**src/rtl/adler32_stream.sv**
```systemverilog
// Adler-32 checksum engine: takes a byte count, then consumes a valid/ready
// stream of BYTES bytes per beat and pulses checksum_valid with {B, A}.
module adler32_stream #(
  parameter int unsigned BYTES = 1,
  parameter int unsigned LEN_W = 32,
  parameter int unsigned MOD   = 65521
) (
  input  logic               clk,
  input  logic               rst_n,
  input  logic               size_valid,
  input  logic [LEN_W-1:0]   size,
  input  logic               in_valid,
  output logic               in_ready,
  input  logic [8*BYTES-1:0] in_data,
  output logic               busy,
  output logic               checksum_valid,
  output logic [31:0]        checksum
);

  localparam int unsigned HALF_W = 16;
  localparam int unsigned SUM_W  = HALF_W + 1;
  localparam logic [SUM_W-1:0] MOD_S   = SUM_W'(MOD);
  localparam logic [LEN_W-1:0] BYTES_L = LEN_W'(BYTES);

  typedef enum logic [1:0] {
    IDLE = 2'd0,
    RUN  = 2'd1,
    DONE = 2'd2
  } state_e;

  state_e              state_q, state_d;
  logic [HALF_W-1:0]   a_q, a_d;
  logic [HALF_W-1:0]   b_q, b_d;
  logic [LEN_W-1:0]    rem_q, rem_d;
  logic                in_ready_q, in_ready_d;
  logic                busy_q, busy_d;
  logic                checksum_valid_q, checksum_valid_d;

  logic [HALF_W-1:0]   a_nxt, b_nxt;
  logic [SUM_W-1:0]    sum_a, sum_b;

  // Per-beat byte chain; only the first min(BYTES, rem) lanes take part.
  always_comb begin
    a_nxt = a_q;
    b_nxt = b_q;
    sum_a = '0;
    sum_b = '0;
    for (int i = 0; i < BYTES; i++) begin
      if (LEN_W'(i) < rem_q) begin
        sum_a = {1'b0, a_nxt} + SUM_W'(in_data[8*i +: 8]);
        if (sum_a >= MOD_S) begin
          sum_a = sum_a - MOD_S;
        end
        a_nxt = sum_a[HALF_W-1:0];
        sum_b = {1'b0, b_nxt} + {1'b0, a_nxt};
        if (sum_b >= MOD_S) begin
          sum_b = sum_b - MOD_S;
        end
        b_nxt = sum_b[HALF_W-1:0];
      end
    end
  end

  // Next-state, accumulator and registered-output decode.
  always_comb begin
    state_d = state_q;
    a_d     = a_q;
    b_d     = b_q;
    rem_d   = rem_q;
    case (state_q)
      IDLE: begin
        if (size_valid) begin
          rem_d   = size;
          a_d     = HALF_W'(1);
          b_d     = '0;
          state_d = (size == '0) ? DONE : RUN;
        end
      end
      RUN: begin
        if (in_valid && in_ready_q) begin
          a_d = a_nxt;
          b_d = b_nxt;
          if (rem_q <= BYTES_L) begin
            rem_d   = '0;
            state_d = DONE;
          end else begin
            rem_d = rem_q - BYTES_L;
          end
        end
      end
      DONE: begin
        state_d = IDLE;
      end
      default: begin
        state_d = IDLE;
      end
    endcase
    in_ready_d       = (state_d == RUN);
    busy_d           = (state_d == RUN);
    checksum_valid_d = (state_d == DONE);
  end

  // State and datapath registers with synchronous active-low reset.
  always_ff @(posedge clk) begin
    if (!rst_n) begin
      state_q          <= IDLE;
      a_q              <= HALF_W'(1);
      b_q              <= '0;
      rem_q            <= '0;
      in_ready_q       <= 1'b0;
      busy_q           <= 1'b0;
      checksum_valid_q <= 1'b0;
    end else begin
      state_q          <= state_d;
      a_q              <= a_d;
      b_q              <= b_d;
      rem_q            <= rem_d;
      in_ready_q       <= in_ready_d;
      busy_q           <= busy_d;
      checksum_valid_q <= checksum_valid_d;
    end
  end

  assign in_ready       = in_ready_q;
  assign busy           = busy_q;
  assign checksum_valid = checksum_valid_q;
  assign checksum       = {b_q, a_q};

endmodule

```
**config.mk**
```make
export PLATFORM = sky130hd
export DESIGN_NAME = adler32_stream
export DESIGN_NICKNAME = d
export VERILOG_FILES = /design/src/rtl/adler32_stream.sv
export SDC_FILE = /design/constraint.sdc
export NUM_CORES = 1
export LEC_CHECK = 0
export BUFFER_PORTS_ARGS = -buffer_cell sky130_fd_sc_hd__buf_2
export CORE_MARGIN = 1.5
export CORE_UTILIZATION = 63
export CTS_CLUSTER_DIAMETER = 100
export DETAILED_ROUTE_END_ITERATION = 10
export PLACE_DENSITY = 0.92
export SYNTH_ARGS = -nofsm -noshare
export SYNTH_HDL_FRONTEND = slang
export SYNTH_SLANG_ARGS = --single-unit
```
**constraint.sdc**
```tcl
create_clock -name clk -period 17.12 [get_ports clk]
set_input_delay 0 -clock clk [delete_from_list [all_inputs] [get_ports clk]]
set_output_delay 0 -clock clk [all_outputs]
set_load 0.03 [all_outputs]
```
==> flow_summary.yaml <==
setup_path:
  start_kind: "register"
  cp_data_required_time_ns: 17.42
  cp.arrival_ns: 6.90
  critical_path_class: "reg2reg"
  crit_fanout: 9
  critical_path.endpoint_type: "register"
timing:
  slew_violations: 0
  timing_hold_violations_final: 0
  finalSetupViolations: 0
  worst_slew_margin_rel_pct: 11.0
  fmax_ghz: 0.152
  final.setup.tns_ns: 0
  timing.final.crit_period_ns: 6.60
  worst_pin_slew_ns: 1.33
  min_period_over_period_pct: 38.5
  finClkSkew_ns: 0.0144
  grt_setup_unrepaired: "no"
outcome:
  run_status: "finished, final reports clean"
synthesis:
  number_of_synthesized_flops_with_an_enable_pin: 0
  yosysSeqAreaShare_pct: 24.6
  synth_compound_gate_area_share_pct: 26.9
  synthFlopType: "dfxtp_1"
  ys_seq_elements: 68
  synth_top_area_share_pct: 24.6
  yosys-top-cells-area: "dfxtp_1, ha_1, nor2_1"
  post_synth_and_or_nand_nor_area_fraction_pct: 27.7
  synth_cells: 733
  synth_fa_ha_area_share_pct: 7.96
  cell_area_synth_mm2: 0.00553
  syn_avg_cell_area_um2: 7.55
  synth_top_family_by_area: "simple AND/OR/NAND/NOR gates"
  synth-xor-area-share_pct: 6.17
  synth.net_count: 811
  synth_cell_type_count: 72
  synth_largest_area_cell: "dfxtp_1"
  synthesis.yosys.warnings: 0
  synth.area.mux_share_pct: 1.67
  synth-async-reset-ratio_pct: 0
routing:
  post-route-drc-count: 0
  drt_pre_antenna_iters: 5
  final_antenna_net_count: 0
  drt_first_iter_violations: 607
  detailroute.via_count: 6055
  post_drt_via_cell_ratio: 6.67
  wl_per_cell_um: 17.7
  routed_wirelength_mm: 16.1
global_routing:
  globalRoute.busiestLayer: "met2"
  initial_antenna_violation_count: 0
  grt_start_max_net_pins: 42
  use_met2_pct: 53.3
  globalRouteMet3Util_pct: 6.21
  grt.total_usage_pct: 33.5
  groute.layer.met1.usage_pct: 44.6
  globalRouteOverflowTotal: 0
  vias_in_the_first_global_route: 5566
  global_route_wire_length_before_repair_mm: 26.1
run:
  drv.max_cap_violation_count: 0
floorplan:
  core_region_area_mm2: 0.00864
  die_area_mm2: 0.00936
  die-height_um: 96.7
  floorplan.initialDensity_pct: 64.1
  die_width_um: 96.7
  io-pin-count: 79
  row_count: 34
power_and_ir_drop:
  total_switching_power_w: 0.000179
  power_frac_clock_pct: 28.6
  switching_power_share_of_the_total_pct: 39.3
  leakagePower_nw: 2.61
  power.internal_w: 0.000277
  pwr-share-seq_pct: 39.0
  worst_ir_drop_vdd_v: 0.0000431
  p_per_area_mw_per_mm2: 74.3
  power.combinational.fraction_pct: 32.4
place:
  hpwl_mm: 11.7
  gp_routability_congestion: 1.03
  numPortBuffers: 78
clocking:
  cts_buffers: 9
  cts.reportedPaths.clkPinSlew_ns: 0.09
  root_buffer: "clkbuf_8"
  clkLatencyLatePin_ns: 0.37
  cts_max_path_buffers: 2
  ctsHtreeMaxLevel: 3
  tritoncts_num_sinks: 68
  cts.repair_timing.setup_buffer_count: 0
  tritoncts: "done"
finish:
  finished_core_util_pct: 71.2
  finish.net_count: 873
  insertedDiodeCount: 0
  p_r_area_growth_vs_syn_pct: 11.1
  drive_gt1_share_pct: 15.4
  fillers: 708
min_path:
  hp-class: "in2reg"
synth_stat cells, drive strengths merged, types with 9 or more instances:
| cell type | number |
|---|---|
| nand2 | 73 |
| inv | 20 |
| ha | 32 |
| xor2 | 17 |
| nor4 | 18 |
| a21o | 13 |
| nand3 | 22 |
| o21ai | 48 |
| a221oi | 10 |
| nor3 | 40 |
| a22o | 10 |
| a22oi | 13 |
| and3 | 11 |
| nand2b | 11 |
| xnor2 | 22 |
| a21oi | 46 |
| nor2 | 82 |
| dfxtp | 68 |
| nand4 | 9 |
| clkbuf | 31 |
cell type report:
type | instances | area (um2) | area share [%]
multi-input cells | 607 | 3900 | 63.5
flip-flops and latches | 68 | 1360 | 22.1
repair buffers | 89 | 488 | 7.94
clock buffers | 10 | 138 | 2.24
well taps | 108 | 135 | 2.20
inverters | 20 | 75.1 | 1.22
clock inverters | 6 | 46.3 | 0.753
cells in the final DEF, fill, tap and decap left out, types with 22 or more instances in the layout:
cell     instances
ha_1            32
nand3_1         22
a21oi_1         46
xnor2_1         22
nor2_1          82
o21ai_0         44
buf_2           78
nand2_1         73
nor3_1          40
dfxtp_1         68
per-stage QoR:
stage	hold slack [ns]	total power, W	instances	setup WS [ns]	area, um2
floorplan	0.206	0.000287	733	11.26	5530
global placement	0.316	0.000316	886	10.99	5900
detailed placement	0.335	0.000323	886	10.70	5900
CTS	0.00000192	0.000451	908	10.67	6150
global route	0.00956	0.000479	908	10.20	6150
finish	0.00130	0.000457	908	10.52	6150
worst max-delay path, cell delays in order, from the launching register on:
cell,delay [ns]
dfxtp_1,0.34
ha_1,0.22
fa_1,0.42
a211oi_1,0.45
nor2_1,0.16
o21ai_1,0.42
xnor2_1,0.22
and4_1,0.26
a31oi_2,0.21
nor3_1,0.57
nor2_1,0.17
ha_1,0.38
a21o_1,0.25
a21o_1,0.18
a221o_1,0.28
a31o_2,0.24
xnor2_1,0.17
or4_1,0.65
o31a_1,0.40
or4_1,0.43
nand3_1,0.07
power groups by stage:
stage	sequential (W)	combinational, W	clock, W
2_1_floorplan	0.000182	0.000105	0
3_3_place_gp	0.000181	0.000136	0
3_5_place_dp	0.000181	0.000141	0
4_1_cts	0.000178	0.000143	0.000130
5_1_grt	0.000180	0.000162	0.000137
6_report	0.000178	0.000148	0.000130
cells by family (layout without fill, tap and decap cells):
logic type / Yosys count / count (layout)
fa+ha+maj: 34 / 34
compound gates: 214 / 214
flops: 68 / 68
xor+xnor: 39 / 39
mux: 9 / 9
simple gates: 311 / 311
buf+inv: 58 / 125
state kept, by name, indices dropped and copies added (netlist names):
register,flops
busy,1
b_q,16
checksum_valid,1
state_q,2
rem_q,32
a_q,16
final timing paths:
check | startpoint | depth (start not counted) | slack, ns | end
worst min-delay path | size[12] | 4 | 0.001 | rem_q[12]
worst max-delay path | a_q[0] | 20 | 10.52 | b_q[4]
worst max register to register | a_q[0] | 20 | 10.52 | b_q[4]
worst min register to register | b_q[5] | 2 | 0.49 | b_q[5]
repair_timing:
item,in CTS,in global routing
gates resized for setup,0,0
endpoints found under the setup margin,0,0
hold buffers,6,0
hold endpoints to repair,6,0
metal layers:
layer	up-vias	routed length (um)
met5	-	0
li1	2866	-
met2	335	7400
met1	2802	6820
met3	52	1430
met4	0	461
No activity file was read; power rests on OpenSTA's default activity.
